## src/rtl/irig_pkg.sv

```systemverilog
// irig_pkg: shared symbol codes, frame geometry, marker set and BCD field bit positions for the IRIG-B frame path
package irig_pkg;
  typedef enum logic [1:0] {SEARCH, GOT_P0, FRAME} state_t;
  localparam logic [1:0] SYM_ZERO = 2'd0;
  localparam logic [1:0] SYM_ONE  = 2'd1;
  localparam logic [1:0] SYM_MARK = 2'd2;
  localparam int FRAME_LEN = 100;
  localparam int IDX_W = 7;
  localparam int N_MARK = 11;
  localparam int MARK_POS [N_MARK] = '{0, 9, 19, 29, 39, 49, 59, 69, 79, 89, 99};
  localparam int SEC_U  = 1;
  localparam int SEC_T  = 6;
  localparam int MIN_U  = 10;
  localparam int MIN_T  = 15;
  localparam int HOUR_U = 20;
  localparam int HOUR_T = 25;
  localparam int DAY_U  = 30;
  localparam int DAY_T  = 35;
  localparam int DAY_H  = 40;
  localparam int YEAR_U = 50;
  localparam int YEAR_T = 55;
  function automatic logic is_mark(input logic [IDX_W-1:0] i);
    logic m = 1'b0;
    for (int k = 0; k < N_MARK; k++) m |= (i == IDX_W'(MARK_POS[k]));
    return m;
  endfunction
endpackage

```

## src/rtl/irig_frame_sync_if.sv

```systemverilog
// irig_frame_sync_if: symbol stream from the pulse-width parser
//   sym        2-bit symbol code (zero/one/marker/illegal)
//   sym_valid  one-cycle strobe qualifying sym
interface irig_frame_sync_if;
  logic [1:0] sym;
  logic       sym_valid;
  modport master (output sym, sym_valid);
  modport slave  (input  sym, sym_valid);
endinterface

```

## src/rtl/irig_watchdog.sv

```systemverilog
// irig_watchdog: counts clk cycles since the last kick, pulses expired for one cycle at TIMEOUT
//   clk, rst  clock and async active-high reset
//   kick      clears the count (a kick on the expiry cycle suppresses expiry)
//   expired   one-cycle pulse when TIMEOUT idle cycles have elapsed
module irig_watchdog #(
  parameter int TIMEOUT = 100000000
) (
  input  logic clk,
  input  logic rst,
  input  logic kick,
  output logic expired
);
  localparam int W = $clog2(TIMEOUT + 1);
  logic [W-1:0] cnt;
  assign expired = !kick && cnt == W'(TIMEOUT);
  always_ff @(posedge clk or posedge rst)
    if (rst) cnt <= '0;
    else cnt <= (kick || expired) ? '0 : cnt + 1'b1;
endmodule

```

## src/rtl/irig_frame_sync.sv

```systemverilog
// irig_frame_sync: IRIG-B frame alignment, marker checking and BCD time extraction
//   clk, rst     clock and async active-high reset
//   bus          symbol stream (sym, sym_valid)
//   locked       frame alignment held
//   pps          pulse on the accepted Pr while locked
//   frame_valid  pulse when the time fields update
//   frame_err    pulse on each alignment violation; err_count saturates
//   *_bcd        last published time fields
module irig_frame_sync
  import irig_pkg::*;
#(
  parameter int TIMEOUT = 100000000,
  parameter int ERR_W   = 16
) (
  input  logic                 clk,
  input  logic                 rst,
  irig_frame_sync_if.slave     bus,
  output logic                 locked,
  output logic                 pps,
  output logic                 frame_valid,
  output logic                 frame_err,
  output logic [ERR_W-1:0]     err_count,
  output logic [6:0]           sec_bcd,
  output logic [6:0]           min_bcd,
  output logic [5:0]           hour_bcd,
  output logic [9:0]           day_bcd,
  output logic [7:0]           year_bcd
);
  state_t state, state_n;
  logic [IDX_W-1:0] idx, idx_n;
  logic [98:1] cap;
  logic locked_n, pps_n, fv_n, fe_n, wr, expired, mpos, ok;
  logic [6:0] sec_n, min_n;
  logic [5:0] hour_n;
  logic [9:0] day_n;
  logic [7:0] year_n;
  irig_watchdog #(.TIMEOUT(TIMEOUT)) u_wd (
    .clk(clk),
    .rst(rst),
    .kick(bus.sym_valid || state == SEARCH),
    .expired(expired)
  );
  always_comb begin
    mpos = is_mark(idx);
    ok = bus.sym == SYM_MARK ? mpos : (!bus.sym[1] && !mpos);
    state_n = state;
    idx_n = idx;
    locked_n = locked;
    pps_n = 1'b0;
    fv_n = 1'b0;
    fe_n = 1'b0;
    wr = 1'b0;
    sec_n = {cap[SEC_T +: 3], cap[SEC_U +: 4]};
    min_n = {cap[MIN_T +: 3], cap[MIN_U +: 4]};
    hour_n = {cap[HOUR_T +: 2], cap[HOUR_U +: 4]};
    day_n = {cap[DAY_H +: 2], cap[DAY_T +: 4], cap[DAY_U +: 4]};
    year_n = {cap[YEAR_T +: 4], cap[YEAR_U +: 4]};
    if (bus.sym_valid) begin
      unique case (state)
        SEARCH: state_n = bus.sym == SYM_MARK ? GOT_P0 : SEARCH;
        GOT_P0: begin
          // the second marker is Pr, so the following symbol sits at idx 1
          state_n = bus.sym == SYM_MARK ? FRAME : SEARCH;
          idx_n = IDX_W'(1);
        end
        FRAME: begin
          if (!ok) begin
            fe_n = 1'b1;
            locked_n = 1'b0;
            state_n = SEARCH;
          end else begin
            idx_n = idx == IDX_W'(FRAME_LEN - 1) ? '0 : idx + 1'b1;
            // accepted data can only land on idx 1..98 since 0 and 99 are markers
            wr = bus.sym != SYM_MARK;
            pps_n = idx == '0 && locked;
            fv_n = idx == IDX_W'(FRAME_LEN - 1);
            locked_n = locked || fv_n;
          end
        end
        default: state_n = SEARCH;
      endcase
    end else if (expired) begin
      state_n = SEARCH;
      locked_n = 1'b0;
    end
  end
  always_ff @(posedge clk or posedge rst)
    if (rst) begin
      state <= SEARCH;
      idx <= '0;
      cap <= '0;
      locked <= 1'b0;
      pps <= 1'b0;
      frame_valid <= 1'b0;
      frame_err <= 1'b0;
      err_count <= '0;
      sec_bcd <= '0;
      min_bcd <= '0;
      hour_bcd <= '0;
      day_bcd <= '0;
      year_bcd <= '0;
    end else begin
      state <= state_n;
      idx <= idx_n;
      locked <= locked_n;
      pps <= pps_n;
      frame_valid <= fv_n;
      frame_err <= fe_n;
      err_count <= (fe_n && !(&err_count)) ? err_count + 1'b1 : err_count;
      if (wr) cap[idx] <= bus.sym[0];
      if (fv_n) begin
        sec_bcd <= sec_n;
        min_bcd <= min_n;
        hour_bcd <= hour_n;
        day_bcd <= day_n;
        year_bcd <= year_n;
      end
    end
endmodule

```

## src/flat_wrapper.sv

```systemverilog
// flat-port wrapper written by rule: the top's interface ports become plain ports
module irig_frame_sync_flat import irig_pkg::*;
#(
  parameter int TIMEOUT = 100000000,
  parameter int ERR_W   = 16
)
  (clk, rst, locked, pps, frame_valid, frame_err, err_count, sec_bcd, min_bcd, hour_bcd, day_bcd, year_bcd, bus_sym, bus_sym_valid);
  irig_frame_sync_if bus_i ();
  input  logic clk;
  input  logic rst;
  output logic locked;
  output logic pps;
  output logic frame_valid;
  output logic frame_err;
  output logic [ERR_W-1:0] err_count;
  output logic [6:0] sec_bcd;
  output logic [6:0] min_bcd;
  output logic [5:0] hour_bcd;
  output logic [9:0] day_bcd;
  output logic [7:0] year_bcd;
  input wire logic [$bits(bus_i.sym)-1:0] bus_sym;
  input wire logic [$bits(bus_i.sym_valid)-1:0] bus_sym_valid;
  assign bus_i.sym = bus_sym;
  assign bus_i.sym_valid = bus_sym_valid;
  irig_frame_sync #(.TIMEOUT(TIMEOUT), .ERR_W(ERR_W)) u_core (.clk(clk), .rst(rst), .bus(bus_i), .locked(locked), .pps(pps), .frame_valid(frame_valid), .frame_err(frame_err), .err_count(err_count), .sec_bcd(sec_bcd), .min_bcd(min_bcd), .hour_bcd(hour_bcd), .day_bcd(day_bcd), .year_bcd(year_bcd));
endmodule
```

## config.mk

```make
export PLATFORM = sky130hd
export DESIGN_NAME = irig_frame_sync_flat
export DESIGN_NICKNAME = d
export VERILOG_FILES = /design/src/rtl/irig_pkg.sv /design/src/rtl/irig_frame_sync_if.sv /design/src/rtl/irig_watchdog.sv /design/src/rtl/irig_frame_sync.sv /design/src/flat_wrapper.sv
export SDC_FILE = /design/constraint.sdc
export NUM_CORES = 1
export LEC_CHECK = 0
export ABC_AREA = 1
export BUFFER_PORTS_ARGS = -buffer_cell sky130_fd_sc_hd__buf_2
export CELL_PAD_IN_SITES_DETAIL_PLACEMENT = 0
export CELL_PAD_IN_SITES_GLOBAL_PLACEMENT = 2
export CORE_ASPECT_RATIO = 0.6
export CORE_UTILIZATION = 38
export DETAILED_ROUTE_END_ITERATION = 12
export PLACE_DENSITY = 0.87
export SLEW_MARGIN = 15
export SYNTH_ARGS = -nofsm -noshare
export SYNTH_HDL_FRONTEND = slang
export SYNTH_HIERARCHICAL = 1
export SYNTH_SLANG_ARGS = --single-unit
```

## constraint.sdc

```tcl
create_clock -name clk -period 8.7 [get_ports clk]
set_clock_uncertainty 0.2 [all_clocks]
set_input_delay 0 -clock clk [delete_from_list [all_inputs] [get_ports clk]]
set_output_delay 0 -clock clk [all_outputs]
set_load 0.02 [all_outputs]
```

==> results.md <==
* Status: finished clean
* Hpwl dp at 12500 µm
* Synthesis-to-layout area growth at 16.4%
* Clock latency on the worst-skew pair at 0.42 ns
* Hold violation count in the final report at 0
* Final WL at 18100 µm
* DRT Pass-1 Iters at 5
* # diodes at 0
* Maxcap violations at 0
* # clock sinks at 132
* Io pins at 63
* Setup CP Type: reg -> reg
* Arr. time, crit path at 3.08 ns
* Post-DR vias/cell at 4.95
* Minimum clock period at around 3.0 ns
* Syn_area_per_cell at 7.62 µm²
* Fin Setup TNS at 0 ns
* Initial core utilization at 39.7%
* Ys Warns at 6
* F_max at 0.337 GHz
* CTS tree: built
* CP Launch Type: flip-flop
* Switching Share at 25.3%
* CTS Root Cell: clkbuf_16
* First-pass GRT wire length at 29800 µm
* Most frequent cells in the layout: 316 x nand2_1, 132 x dfrtp_1, 121 x nand3_1, 104 x nor2_1, 62 x buf_2
* GRT Overall Usage at around a fifth
* CP top delay family: simple AND/OR/NAND/NOR gates
* Seq cells post-synth at 132
* Crit path largest cell delay at 0.50 ns
* Most used cell, CP: nand2_1
* Nets at just under 1000
* Final instance area at 8110 µm²
* Chip Height at 107 µm
* Tcrit/Tclk final at roughly a third
* Worst path buffer plus inverter count at 4
* Post-cts resize count at 0
* Die width at 177 µm
* Slew Viols, Final at 0
* Crit-path cells: ha_1 -> nand2_1 -> inv_1 -> nand2_2 -> inv_2 -> nand3b_1 -> nor2_2 -> buf_4 -> nand2_1 -> buf_4 -> nand2_1 -> nand2_1
* RSZ-0062 raised after global routing: no
* Number of global-route vias before repair at 5453
* Core footprint at about 18000 µm²
* Int Power at 1100 µW
* HP Class: in -> async
* Setup ws final at approximately 5.7 ns
* Power Dens Cells at ~180 nW/µm²
* Bufs on Longest Clock Path at 2
* Logic gate share of total power at under 10%
* FF/Latch Area at 3300 µm²
* Crit-path slowest cell: dfrtp_1
* Area of the multi-input gates at 3230 µm²
* Seq pwr share at 42.9%
* Setup-failing EPs final at 0
* Place WS at 5.73 ns
* Static leakage at roughly 0.0041 µW
* CP Depth at 12
* Final RePlAce weighted congestion at 0.853
* Top cells by area, synth: dfrtp_1 47%, nand2_1 17%, nand3_1 8.7%
* Synth top area share at 47.4%
* Clock share of power at between 50% and 60%
* DR iter-0 viols at 514
* Final core utilization at 46.2%
* Unique masters post-synth at 27
* Reg clk slew, reported paths at around 0.060 ns
* Worst setup EP type: flip-flop
* Post-Syn Nets at between 900 and 1000
* Vias at 6035
* I/O Buffers at 62
* Worst rel slew slack at roughly a fifth
* Psw at 374 µW
* Largest net degree at the start of global routing at between 70 and 80
* Avg WL per Cell at ~15 µm
* Layout cells sized above 1 at 14.8%
* Row Count at 37
* Initial antenna violation count at 0
* Area leader, netlist: dfrtp_1
* DP Area at 7450 µm²
* DRC viols at 0
* CP Data Required Time at 8.81 ns
* Gate Count Post-Synth at approximately 920
* GR Overflow Total at 0
* Worst reg-to-reg path cell count at 12
* Seq/Total Area, Yosys at between 40% and 50%
* Max VDD drop at 0.000109 V
* Total CTS buffers at 17
* Crit Path Max Fanout at 39
* Mapped cell area at approximately 7000 µm²
* H-tree levels at 4
* Remaining antenna violation count after routing at 0
* Tightest Pin Transition at ~1.2 ns
* Commonest non-fill, non-tap cell in the layout: nand2_1
* Fillers at roughly 1800
* Die area at 18900 µm²
synth_stat cells:
| cell type | number |
|---|---|
| buf_2 | 12 |
| buf_6 | 4 |
| nand3_1 | 121 |
| a21oi_1 | 3 |
| ha_1 | 6 |
| buf_4 | 6 |
| dfrtp_1 | 132 |
| inv_1 | 49 |
| inv_2 | 8 |
| nor2_4 | 6 |
| nand2_1 | 316 |
| xnor2_1 | 10 |
| nor4_1 | 3 |
| o21ai_0 | 4 |
| or2_2 | 1 |
| xor2_1 | 20 |
| nand2_4 | 1 |
| nor3_1 | 17 |
| nor2_1 | 105 |
| nor2_2 | 6 |
| nand3b_1 | 3 |
| nand4_2 | 2 |
| nand4_1 | 45 |
| nand2_2 | 8 |
| nand3_2 | 4 |
| o21bai_1 | 3 |
| clkbuf_1 | 20 |
state kept, by name, summed over array words and instances (netlist names), 2 cells and up:
| signal | flops |
|---|---|
| u_core/cap | 38 |
| u_core/day_bcd | 10 |
| u_core/err_count | 16 |
| u_core/hour_bcd | 6 |
| u_core/idx | 7 |
| u_core/min_bcd | 7 |
| u_core/sec_bcd | 7 |
| u_core/state | 2 |
| u_core/u_wd/cnt | 27 |
| u_core/year_bcd | 8 |
path summary, 6_finish.rpt:
check | to | slack [ns] | start
max | u_core/year_bcd[4]$_DFFE_PP0P_ | 5.73 | u_core/idx[0]$_DFFE_PP0P_
min in group clk | u_core/cap[12]$_DFFE_PP0P_ | 0.04 | bus_sym[0]
max in group asynchronous | u_core/err_count[13]$_DFFE_PP0P_ | 6.47 | rst
min reg2reg | u_core/day_bcd[0]$_DFFE_PP0P_ | 0.27 | u_core/day_bcd[0]$_DFFE_PP0P_
min | u_core/u_wd/cnt[14]$_DFF_PP0_ | 0.02 | rst
max reg2reg | u_core/year_bcd[4]$_DFFE_PP0P_ | 5.73 | u_core/idx[0]$_DFFE_PP0P_
worst register-to-register path, cell delays in order (launching register included):
cell	delay [ns]
dfrtp_1	0.50
ha_1	0.30
nand2_1	0.09
inv_1	0.07
nand2_2	0.08
inv_2	0.10
nand3b_1	0.09
nor2_2	0.08
buf_4	0.36
nand2_1	0.45
buf_4	0.37
nand2_1	0.12
nand2_1	0.05
cell type report:
cell class | instances | area share [%]
multi-input combinational | 684 | 39.9
tap | 234 | 3.61
sequential | 132 | 40.7
timing repair buffer | 80 | 5.65
clock buffer | 17 | 5.24
inverter | 57 | 2.67
clock inverter | 15 | 2.24
power by group through the flow:
stage / clock network (µW) / logic (µW) / registers (µW)
2_1_floorplan: 0 / 68.0 / 647
3_3_place_gp: 0 / 106 / 645
3_5_place_dp: 0 / 104 / 646
4_1_cts: 760 / 106 / 634
5_1_grt: 791 / 118 / 636
6_report: 738 / 105 / 635
through the flow:
step	instances	hold WS [ns]	total power (µW)
floorplan	915	-0.147	715
global placement	1182	-0.122	751
detailed placement	1182	-0.114	749
CTS	1219	0.00728	1500
global route	1219	0.0508	1540
finish	1219	0.0167	1480
metal layers:
layer  GRT usage [%]  vias to the layer above  wire (µm)
met5               0                        -          0
met4            5.73                        0        151
met3            4.08                       13        873
met2            25.2                      139       6700
met1            34.5                     2803      10400
li1                -                     3080          -
cell families (layout without fill, tap and decap cells):
group	Yosys count	count (layout)	share of synthesized area [%]
DFF	132	132	47.4
and+or+nand+nor	638	638	40.6
buffers and inverters	99	169	6.30
xor gates and xnor gates	30	30	3.77
AOI/OAI and AO/OA	10	10	0.826
adders and majority gates	6	6	1.08
what timing repair did:
| item | 4_1_cts | 5_1_grt |
|---|---|---|
| hold endpoints to repair | 103 | 0 |
| setup buffers | 0 | 0 |
| hold buffers | 5 | 0 |
No activity file was read; power rests on OpenSTA's default activity.
